### src/rtl/voice_allocator.sv
`timescale 1ns/1ps
// Polyphonic voice allocator: a sequential scan, one voice per cycle, picks a voice for each note
// request. It retriggers, uses a free voice, reuses the oldest idle voice, or steals the oldest held voice.
module voice_allocator #(
    parameter int VOICES  = 8,
    parameter int V_WIDTH = 3
) (
    input  logic               CLOCK_25,
    input  logic               iRST_N,
    input  logic               note_req,
    input  logic               note_on_off,
    input  logic [6:0]         note_key,
    input  logic [6:0]         note_vel,
    input  logic               all_off,
    input  logic [VOICES-1:0]  voice_free,
    output logic               req_ready,
    output logic [VOICES-1:0]  keys_on,
    output logic               evt_valid,
    output logic [V_WIDTH-1:0] evt_voice,
    output logic [7:0]         evt_key,
    output logic [7:0]         evt_vel,
    output logic               evt_on,
    output logic               evt_steal,
    output logic [V_WIDTH:0]   active_count,
    output logic               off_miss
);

    // state     | meaning
    // IDLE      | waiting for a request; req_ready is high one cycle after the last event
    // SCAN      | examining voice scan_idx, one voice per cycle
    // STEAL_OFF | emitting the gate-off event for a stolen voice
    // ISSUE     | emitting the final on/off event, or flagging an unmatched note off
    typedef enum logic [1:0] {IDLE, SCAN, STEAL_OFF, ISSUE} state_t;

    localparam logic [V_WIDTH-1:0] LAST = V_WIDTH'(VOICES - 1);

    state_t             state;
    logic               req_on;
    logic [6:0]         req_key, req_vel;
    logic [7:0]         key_r [VOICES];
    logic [7:0]         age_r [VOICES];
    logic [VOICES-1:0]  vf_q;
    logic [V_WIDTH-1:0] scan_idx, sel_idx;
    logic               sel_hit, steal_r;

    logic               m_found, f_found, i_found, o_found;
    logic [V_WIDTH-1:0] m_idx, f_idx, i_idx, o_idx;
    logic [7:0]         i_age, o_age;
    logic               m_found_n, f_found_n, i_found_n, o_found_n;
    logic [V_WIDTH-1:0] m_idx_n, f_idx_n, i_idx_n, o_idx_n;
    logic [7:0]         i_age_n, o_age_n;

    // Candidate trackers updated with the voice under examination; strict > keeps age ties at the lowest index.
    always_comb begin
        m_found_n = m_found; m_idx_n = m_idx;
        f_found_n = f_found; f_idx_n = f_idx;
        i_found_n = i_found; i_idx_n = i_idx; i_age_n = i_age;
        o_found_n = o_found; o_idx_n = o_idx; o_age_n = o_age;
        if (keys_on[scan_idx] && key_r[scan_idx] == {1'b0, req_key} && !m_found) begin
            m_found_n = 1'b1; m_idx_n = scan_idx;
        end
        if (!keys_on[scan_idx] && vf_q[scan_idx] && !f_found) begin
            f_found_n = 1'b1; f_idx_n = scan_idx;
        end
        if (!keys_on[scan_idx] && (!i_found || age_r[scan_idx] > i_age)) begin
            i_found_n = 1'b1; i_idx_n = scan_idx; i_age_n = age_r[scan_idx];
        end
        if (keys_on[scan_idx] && (!o_found || age_r[scan_idx] > o_age)) begin
            o_found_n = 1'b1; o_idx_n = scan_idx; o_age_n = age_r[scan_idx];
        end
    end

    always_ff @(posedge CLOCK_25) begin
        if (!iRST_N) begin
            state        <= IDLE;
            req_ready    <= 1'b1;
            keys_on      <= '0;
            evt_valid    <= 1'b0;
            evt_voice    <= '0;
            evt_key      <= 8'hff;
            evt_vel      <= 8'h00;
            evt_on       <= 1'b0;
            evt_steal    <= 1'b0;
            active_count <= '0;
            off_miss     <= 1'b0;
            req_on       <= 1'b0;
            req_key      <= '0;
            req_vel      <= '0;
            vf_q         <= '0;
            scan_idx     <= '0;
            sel_idx      <= '0;
            sel_hit      <= 1'b0;
            steal_r      <= 1'b0;
            {m_found, f_found, i_found, o_found} <= '0;
            {m_idx, f_idx, i_idx, o_idx}         <= '0;
            i_age        <= '0;
            o_age        <= '0;
            for (int v = 0; v < VOICES; v++) begin
                key_r[v] <= 8'hff;
                age_r[v] <= 8'h00;
            end
        end else begin
            vf_q      <= voice_free;
            evt_valid <= 1'b0;
            if (all_off) begin
                state        <= IDLE;
                req_ready    <= 1'b1;
                keys_on      <= '0;
                active_count <= '0;
                for (int v = 0; v < VOICES; v++) key_r[v] <= 8'hff;
            end else begin
                case (state)
                    IDLE: begin
                        if (note_req && req_ready) begin
                            state     <= SCAN;
                            req_ready <= 1'b0;
                            req_on    <= note_on_off && (note_vel != 7'd0);
                            req_key   <= note_key;
                            req_vel   <= note_vel;
                            scan_idx  <= '0;
                            {m_found, f_found, i_found, o_found} <= '0;
                        end else begin
                            req_ready <= 1'b1;
                        end
                    end
                    SCAN: begin
                        m_found <= m_found_n; m_idx <= m_idx_n;
                        f_found <= f_found_n; f_idx <= f_idx_n;
                        i_found <= i_found_n; i_idx <= i_idx_n; i_age <= i_age_n;
                        o_found <= o_found_n; o_idx <= o_idx_n; o_age <= o_age_n;
                        scan_idx <= scan_idx + 1'b1;
                        if (scan_idx == LAST) begin
                            state   <= ISSUE;
                            steal_r <= 1'b0;
                            sel_hit <= 1'b1;
                            if (!req_on) begin
                                sel_idx <= m_idx_n;
                                sel_hit <= m_found_n;
                            end else if (m_found_n) begin
                                sel_idx <= m_idx_n;
                            end else if (f_found_n) begin
                                sel_idx <= f_idx_n;
                            end else if (i_found_n) begin
                                sel_idx <= i_idx_n;
                            end else begin
                                sel_idx <= o_idx_n;
                                steal_r <= 1'b1;
                                state   <= STEAL_OFF;
                            end
                        end
                    end
                    STEAL_OFF: begin
                        evt_valid        <= 1'b1;
                        evt_voice        <= sel_idx;
                        evt_key          <= 8'hff;
                        evt_vel          <= 8'h00;
                        evt_on           <= 1'b0;
                        evt_steal        <= 1'b1;
                        keys_on[sel_idx] <= 1'b0;
                        key_r[sel_idx]   <= 8'hff;
                        active_count     <= active_count - 1'b1;
                        state            <= ISSUE;
                    end
                    ISSUE: begin
                        state <= IDLE;
                        if (req_on) begin
                            evt_valid        <= 1'b1;
                            evt_voice        <= sel_idx;
                            evt_key          <= {1'b0, req_key};
                            evt_vel          <= {1'b0, req_vel};
                            evt_on           <= 1'b1;
                            evt_steal        <= steal_r;
                            keys_on[sel_idx] <= 1'b1;
                            key_r[sel_idx]   <= {1'b0, req_key};
                            if (!keys_on[sel_idx]) active_count <= active_count + 1'b1;
                            for (int v = 0; v < VOICES; v++) begin
                                if (V_WIDTH'(v) == sel_idx) age_r[v] <= 8'h00;
                                else if (age_r[v] != 8'hff) age_r[v] <= age_r[v] + 8'd1;
                            end
                        end else if (sel_hit) begin
                            evt_valid        <= 1'b1;
                            evt_voice        <= sel_idx;
                            evt_key          <= 8'hff;
                            evt_vel          <= {1'b0, req_vel};
                            evt_on           <= 1'b0;
                            evt_steal        <= 1'b0;
                            keys_on[sel_idx] <= 1'b0;
                            key_r[sel_idx]   <= 8'hff;
                            active_count     <= active_count - 1'b1;
                        end else begin
                            off_miss <= 1'b1;
                        end
                    end
                    default: state <= IDLE;
                endcase
            end
        end
    end

endmodule

### config.mk
export PLATFORM = sky130hd
export DESIGN_NAME = voice_allocator
export DESIGN_NICKNAME = d
export VERILOG_FILES = /design/src/rtl/voice_allocator.sv
export SDC_FILE = /design/constraint.sdc
export NUM_CORES = 1
export LEC_CHECK = 0
export CORE_AREA = 2 2 154 171
export DETAILED_ROUTE_END_ITERATION = 8
export DIE_AREA = 0 0 156 173
export PLACE_DENSITY = 0.63
export SYNTH_ARGS = -nofsm -noshare
export SYNTH_HDL_FRONTEND = slang
export SYNTH_SLANG_ARGS = --single-unit
### constraint.sdc
create_clock -name CLOCK_25 -period 10.23 [get_ports CLOCK_25]
set_input_delay 1.023 -clock CLOCK_25 [delete_from_list [all_inputs] [get_ports CLOCK_25]]
set_output_delay 1.023 -clock CLOCK_25 [all_outputs]
set_load 0.05 [all_outputs]
==> results.md, run 1 <==
* FP Rows at 61
* Mapped Avg Cell Area at 10.6 µm²
* Internal Pwr Total at 1.60 mW
* Io pins at 63
* CP arrival at 4.60 ns
* Num Clock Sinks at 231
* P_leak at 4.30 nW
* CP required at 10.62 ns
* RSZ-0062 raised after global routing: false
* Final hold vios at 0
* TritonCTS clock tree: done
* Dpl ws at 5.95 ns
* HP Class: reg2reg
* Cells after synthesis at 1,065
* Vias in the first global route at 7,852
* Die Y at 173 µm
* CP Max Fanout at 28
* Post-Layout Inst Area at 0.0130 mm²
* Max Fclk at 0.238 GHz
* Sw frac at 0.223
* Synth top area share at 0.342
* Gr usage total at 0.207
* Startpoint types: register
* Synth warn at 0
* NetSw at 0.459 mW
* Syn-to-layout area delta at 15.7%
* Clock buffer count from CTS at 26
* Starting Density at 0.448
* Final ANT Viol Nets at 0
* Area post-placement at 0.0121 mm²
* Hold buffers post-CTS at 0
* Hpwl dp at 20,100 µm
* Die X at 156 µm
* # placed instances at 1,406
* Clock share of power at 0.455
* Status: completed
* WL met1 at 12,500 µm
* Core area at 0.0251 mm²
* Mapped Area at 0.0112 mm²
* First-pass GRT wire length at 44,000 µm
* DR top layer: met4
* Worst-path clk slew at 0.06 ns
* Initial antenna violation count at 0
* Count leader, synth: nor2_1
* Syn Nets at 1,124
* Crit end category: register
* H-Tree Depth at 1
* Routed wl met3 at 1560 µm
* Post-synth EDFFs at 128
* Fraction of registers with async set or reset after synthesis at 0
* Number of max-cap violations at 0
* Share of layout cells above drive strength 1 at 0.100
* GR Overflow Total at 0
* Via density at 5.60
* Min Hold Slack at 0.455 ns
* Final Util at 0.518
* Sequential-to-total area share from yosys stat at 0.526
* Pin count of the biggest net entering global routing at 62
* Final setup vio count at 0
* Via count at 8,133
* Clock Tree Root: clkbuf_16
* Clk_lat worst skew at 0.54 ns
* DRT Wirelength at 28,100 µm
* Worst-margin pin slew at 1.32 ns
* TNS Setup at 0 ns
* Post-synth top cells: nor2_1 (155), nand2_1 (144), edfxtp_1 (128), dfxtp_1 (103), nand3_1 (52)
* PwrDens at 159 mW/mm²
* Post-layout power at 2.06 mW
* Largest area contributor in the synthesized netlist: edfxtp_1
* Final Critical Period at 4.21 ns
* Gpl congestion at 0.839
* First-pass DRT Iterations at 6
* Detail Route met2 WL at 13,300 µm
* Wire per inst at 19.3 µm
* WS Path Type: reg2reg
* Pins Over Slew Limit at 0
* Flop pwr share at 0.497
* Residual DRC at 0
* Period utilization at 0.412
* Initial DRC count at 639
* Clock tree buffer depth at 3
* Synth Flop Type: edfxtp_1
* Logic pwr share at 0.049
* Worst VDD drop at 0.139 mV
* Count of different cell masters after synthesis at 53
* Count of buffers from port buffering at 61
* Flop2flop setup slack at 6.02 ns
* Relative slew slack at 0.112
* N_diodes at 0
* DIE AREA at 0.0270 mm²
* Setup Buffers After CTS at 0
* Resized cells post-CTS at 0
* Final nets at 1,178
* Non-filler cells, final at 1,453
* Final setup skew at 0.0169 ns
* Dominant cells by area after synthesis: edfxtp_1 (34%), dfxtp_1 (18%), mux4_2 (6.0%)
* Yosys reg bits at 231
* Final setup margin at 6.02 ns
==> power by group through the flow <==
stage	clock network (mW)	registers, mW	logic [mW]
CTS	0.953	1.02	0.101
finish	0.937	1.02	0.100
global route	0.989	1.03	0.111
floorplan	0	1.03	0.0692
global placement	0	1.04	0.0991
detailed placement	0	1.04	0.100
==> worst max-delay path: stages (launching register included) <==
cell     delay, ns
dfxtp_2       1.01
mux4_2        0.63
mux2_2        0.33
ha_1          0.30
o21ai_0       0.08
o21ai_0       0.21
o21ai_0       0.13
a21oi_1       0.37
and3_1        0.68
mux2i_1       0.26
nor2_1        0.06
==> worst paths after layout <==
path / start / cells past startpoint / to
worst max-delay path: register / 10 / o_idx[2]
worst min-delay path: req_vel[6] / 2 / req_vel[6]
worst max register to register: register / 10 / o_idx[2]
worst min register to register: req_vel[6] / 2 / req_vel[6]
==> logic make-up after synthesis <==
family	synth area share
other	0.000334
buffers and inverters	0.0285
AND/OR/NAND/NOR	0.186
flip-flops	0.526
XOR/XNOR	0.0460
adder cells (fa/ha/maj)	0.0356
multiplexers	0.111
AO/OA/AOI/OAI	0.0676
==> routing by layer <==
layer	global-route usage	up-vias
li1	-	3884
met1	0.294	3959
met2	0.336	242
met3	0.0231	48
met4	0.0612	0
met5	0	-
==> area by class of cell <==
class                           count  area [µm²]
Tap cell                          315         394
Clock inverter                      6        45.0
Inverter                           32         120
Fill cell                        2232       12100
Sequential cell                   231        5910
Clock buffer                       41         835
Timing Repair Buffer               71         686
Multi-Input combinational cell    757        5010
==> flip-flops by register name (all words and copies together) (netlist names), 4 cells and up, named ones only <==
name,flops
vf_q,8
active_count,4
req_vel,7
key_r,64
age_r,64
o_age,8
evt_key,8
evt_vel,7
i_age,8
req_key,7
==> placed cells by master (no fill, tap or decap), drive strengths merged, types with 19 or more instances in the layout <==
cell type / netlist / final
dfxtp: 103 / 103
ha: 32 / 32
nand3: 53 / 53
inv: 32 / 33
o21ai: 29 / 29
a21oi: 50 / 50
nor2: 155 / 155
clkbuf: 30 / 41
clkdlybuf4s50: 0 / 61
xnor2: 19 / 19
mux2i: 33 / 33
mux4: 34 / 34
nand2: 144 / 144
xor2: 40 / 40
edfxtp: 128 / 128
(Power assumes the default switching activity.)
==> run 2: changes to the inputs <==
--- a/config.mk
+++ b/config.mk
@@ -8,7 +8,7 @@
 export CORE_AREA = 2 2 154 171
 export DETAILED_ROUTE_END_ITERATION = 8
 export DIE_AREA = 0 0 156 173
-export PLACE_DENSITY = 0.63
+export PLACE_DENSITY = 0.66
 export SYNTH_ARGS = -nofsm -noshare
 export SYNTH_HDL_FRONTEND = slang
 export SYNTH_SLANG_ARGS = --single-unit
==> constraint.sdc (replaced) <==
create_clock -name CLOCK_25 -period 3.7 [get_ports CLOCK_25]
set_input_delay 0.37 -clock CLOCK_25 [delete_from_list [all_inputs] [get_ports CLOCK_25]]
set_output_delay 0.37 -clock CLOCK_25 [all_outputs]
set_load 0.05 [all_outputs]
==> run 2 against run 1 <==
Compared with the run above:
- non-clock buffer count rose by 22
- via count fell by 0.12%
- clock power rose to 2.8 times the previous value
- routed wire length fell by 1.2%
- final area rose by 1.4%
- register-to-register slack got worse by 5.7 ns
- combinational power rose to 2.9 times the previous value
- flip-flop and latch count did not move
- hold slack got worse by 0.074 ns
- clock skew rose by 0.0048 ns
- largest cell class unchanged
- highest routed layer unchanged
==> results.md, run 2 (same netlist as run 1, synthesis figures left out) <==
* Hpwl dp at 20,100 µm
* Cell-by-cell trace of the critical path: mux4_2 -> mux2_2 -> ha_1 -> o21ai_0 -> o21ai_0 -> o21ai_0 -> a21oi_2 -> and3_1 -> buf_4 -> mux2i_1 -> nor2_1
* RSZ-0062 raised after global routing: false
* Starting Density at 0.448
* Pins Over Slew Limit at 0
* Share of layout cells above drive strength 1 at 0.120
* Hold buffers post-CTS at 0
* Relative slew slack at 0.422
* Initial antenna violation count at 0
* Io pins at 63
* Hold Path Origin: note_key[1]
* Final setup vio count at 0
* Via density at 5.50
* Die X at 156 µm
* Clock share of power at 0.460
* DRT Wirelength at 27,700 µm
* CP peak stage delay at 0.63 ns
* CP Max Fanout at 15
* N_diodes at 0
* Wire per inst at 18.8 µm
* Syn-to-layout area delta at 17.2%
* Final ANT Viol Nets at 0
* Sw frac at 0.224
* Reg2reg end: o_age[7]
* Core area at 0.0251 mm²
* TritonCTS clock tree: done
* Flop pwr share at 0.490
* Clock buffer count from CTS at 26
* Flop2flop setup slack at 0.31 ns
* Via count at 8,123
* First-pass GRT wire length at 43,800 µm
* WS Path Type: reg2reg
* Resized cells post-CTS at 0
* Final setup skew at 0.0218 ns
* PwrDens at 437 mW/mm²
* CP required at 4.11 ns
* Initial DRC count at 579
* Most used routing layer: met2
* Routing usage on met3 at 0.0296
* Residual DRC at 0
* Period utilization at 0.916
* Final hold vios at 0
* Setup Buffers After CTS at 0
* Biggest regs: age_r (64), key_r (64)
* Most frequent cells in the layout: nor2_1 (155), nand2_1 (144), edfxtp_1 (128)
* Worst-margin pin slew at 0.864 ns
* Final nets at 1,200
* WP buf/inv at 1
* P_leak at 4.41 nW
* Clock tree buffer depth at 3
* GR Overflow Total at 0
* Post-Layout Inst Area at 0.0132 mm²
* Crit end category: register
* Final Critical Period at 3.39 ns
* Number of max-cap violations at 0
* DIE AREA at 0.0270 mm²
* Num Clock Sinks at 231
* Worst-path clk slew at 0.06 ns
* H-Tree Depth at 1
* Status: completed
* Cell depth of the worst hold path at 3
* Count of buffers from port buffering at 61
* Register-to-Register Path Depth at 11
* Commonest non-fill, non-tap cell in the layout: nor2_1
* Startpoint types: register
* Logic pwr share at 0.050
* Die Y at 173 µm
* Worst VDD drop at 0.403 mV
* Gr usage total at 0.205
* First-pass DRT Iterations at 5
* HP Class: in2reg
* TNS Setup at 0 ns
* GR Util met2 at 0.337
* FP Rows at 61
* Pin count of the biggest net entering global routing at 27
* Clock Tree Root: clkbuf_16
* Max Fclk at 0.295 GHz
* Hold Path End: req_key[1]
* Internal Pwr Total at 4.47 mW
* Vias in the first global route at 7,856
* CP arrival at 3.80 ns
* NetSw at 1.29 mW
* Family with the most delay on the worst path: multiplexers
* Most frequent CP cell: o21ai_0
* Met1 Usage GRT at 0.283
* Area post-placement at 0.0123 mm²
* Clk_lat worst skew at 0.54 ns
* Gpl congestion at 0.882
* Critical path's slowest cell: dfxtp_2
[run 2: cell types whose count changed in the layout (fill, tap and decap cells not counted), sizes merged]
cell / delta
buf: +22
clkbuf: -9
clkinv: +4
bufinv: +3
inv: +2
clkinvlp: +1
[run 2: worst max path at each step]
stage                     startpoint          to  slack [ns]  depth (start not counted)
after floorplan             register    o_age[1]        0.02                         15
after global placement      register    o_idx[0]        0.40                         11
after global routing        register  sel_idx[1]        0.01                          9
after detailed placement    register    o_idx[2]        0.32                         11
after CTS                   register    o_age[7]        0.31                         11
final                       register    o_age[7]        0.31                         11
[run 2: power groups by stage]
stage	clock network (mW)	registers (mW)	logic (mW)
3_3_place_gp	0	2.88	0.283
3_5_place_dp	0	2.88	0.287
6_report	2.65	2.82	0.288
5_1_grt	2.79	2.83	0.319
4_1_cts	2.69	2.82	0.288
2_1_floorplan	0	2.86	0.191
[run 2: cell type report]
class                   instances  area, µm²
repair buffers                 93        851
multi-input cells             757       5010
fillers                      2228      11900
inverters                      32        120
clock inverters                16        175
flip-flops and latches        231       5910
clock buffers                  32        713
well taps                     315        394
[run 2: per-stage QoR]
| stage | hold slack (ns) | worst slack [ns] | instances | util | power (mW) |
|---|---|---|---|---|---|
| floorplan | 0.432 | 0.0239 | 1065 | - | 3.05 |
| global placement | 0.442 | 0.402 | 1428 | 0.489 | 3.16 |
| detailed placement | 0.444 | 0.315 | 1428 | 0.489 | 3.17 |
| CTS | 0.366 | 0.315 | 1476 | 0.525 | 5.80 |
| global route | 0.372 | 0.0113 | 1476 | 0.525 | 5.94 |
| finish | 0.381 | 0.311 | 1476 | 0.525 | 5.76 |
[run 2: routing by layer]
layer  up-vias  routed length (µm)
met2       202               13200
met5         -                   0
met1      3938               12600
met4         0                 670
li1       3933                   -
met3        50                1330
[run 2: worst reg2reg max path, stage by stage, from the launching register on]
cell and delay, ns:
dfxtp_2 0.63, mux4_2 0.56, mux2_2 0.33, ha_1 0.30
o21ai_0 0.08, o21ai_0 0.27, o21ai_0 0.17, a21oi_2 0.25
and3_1 0.23, buf_4 0.20, mux2i_1 0.20, nor2_1 0.06
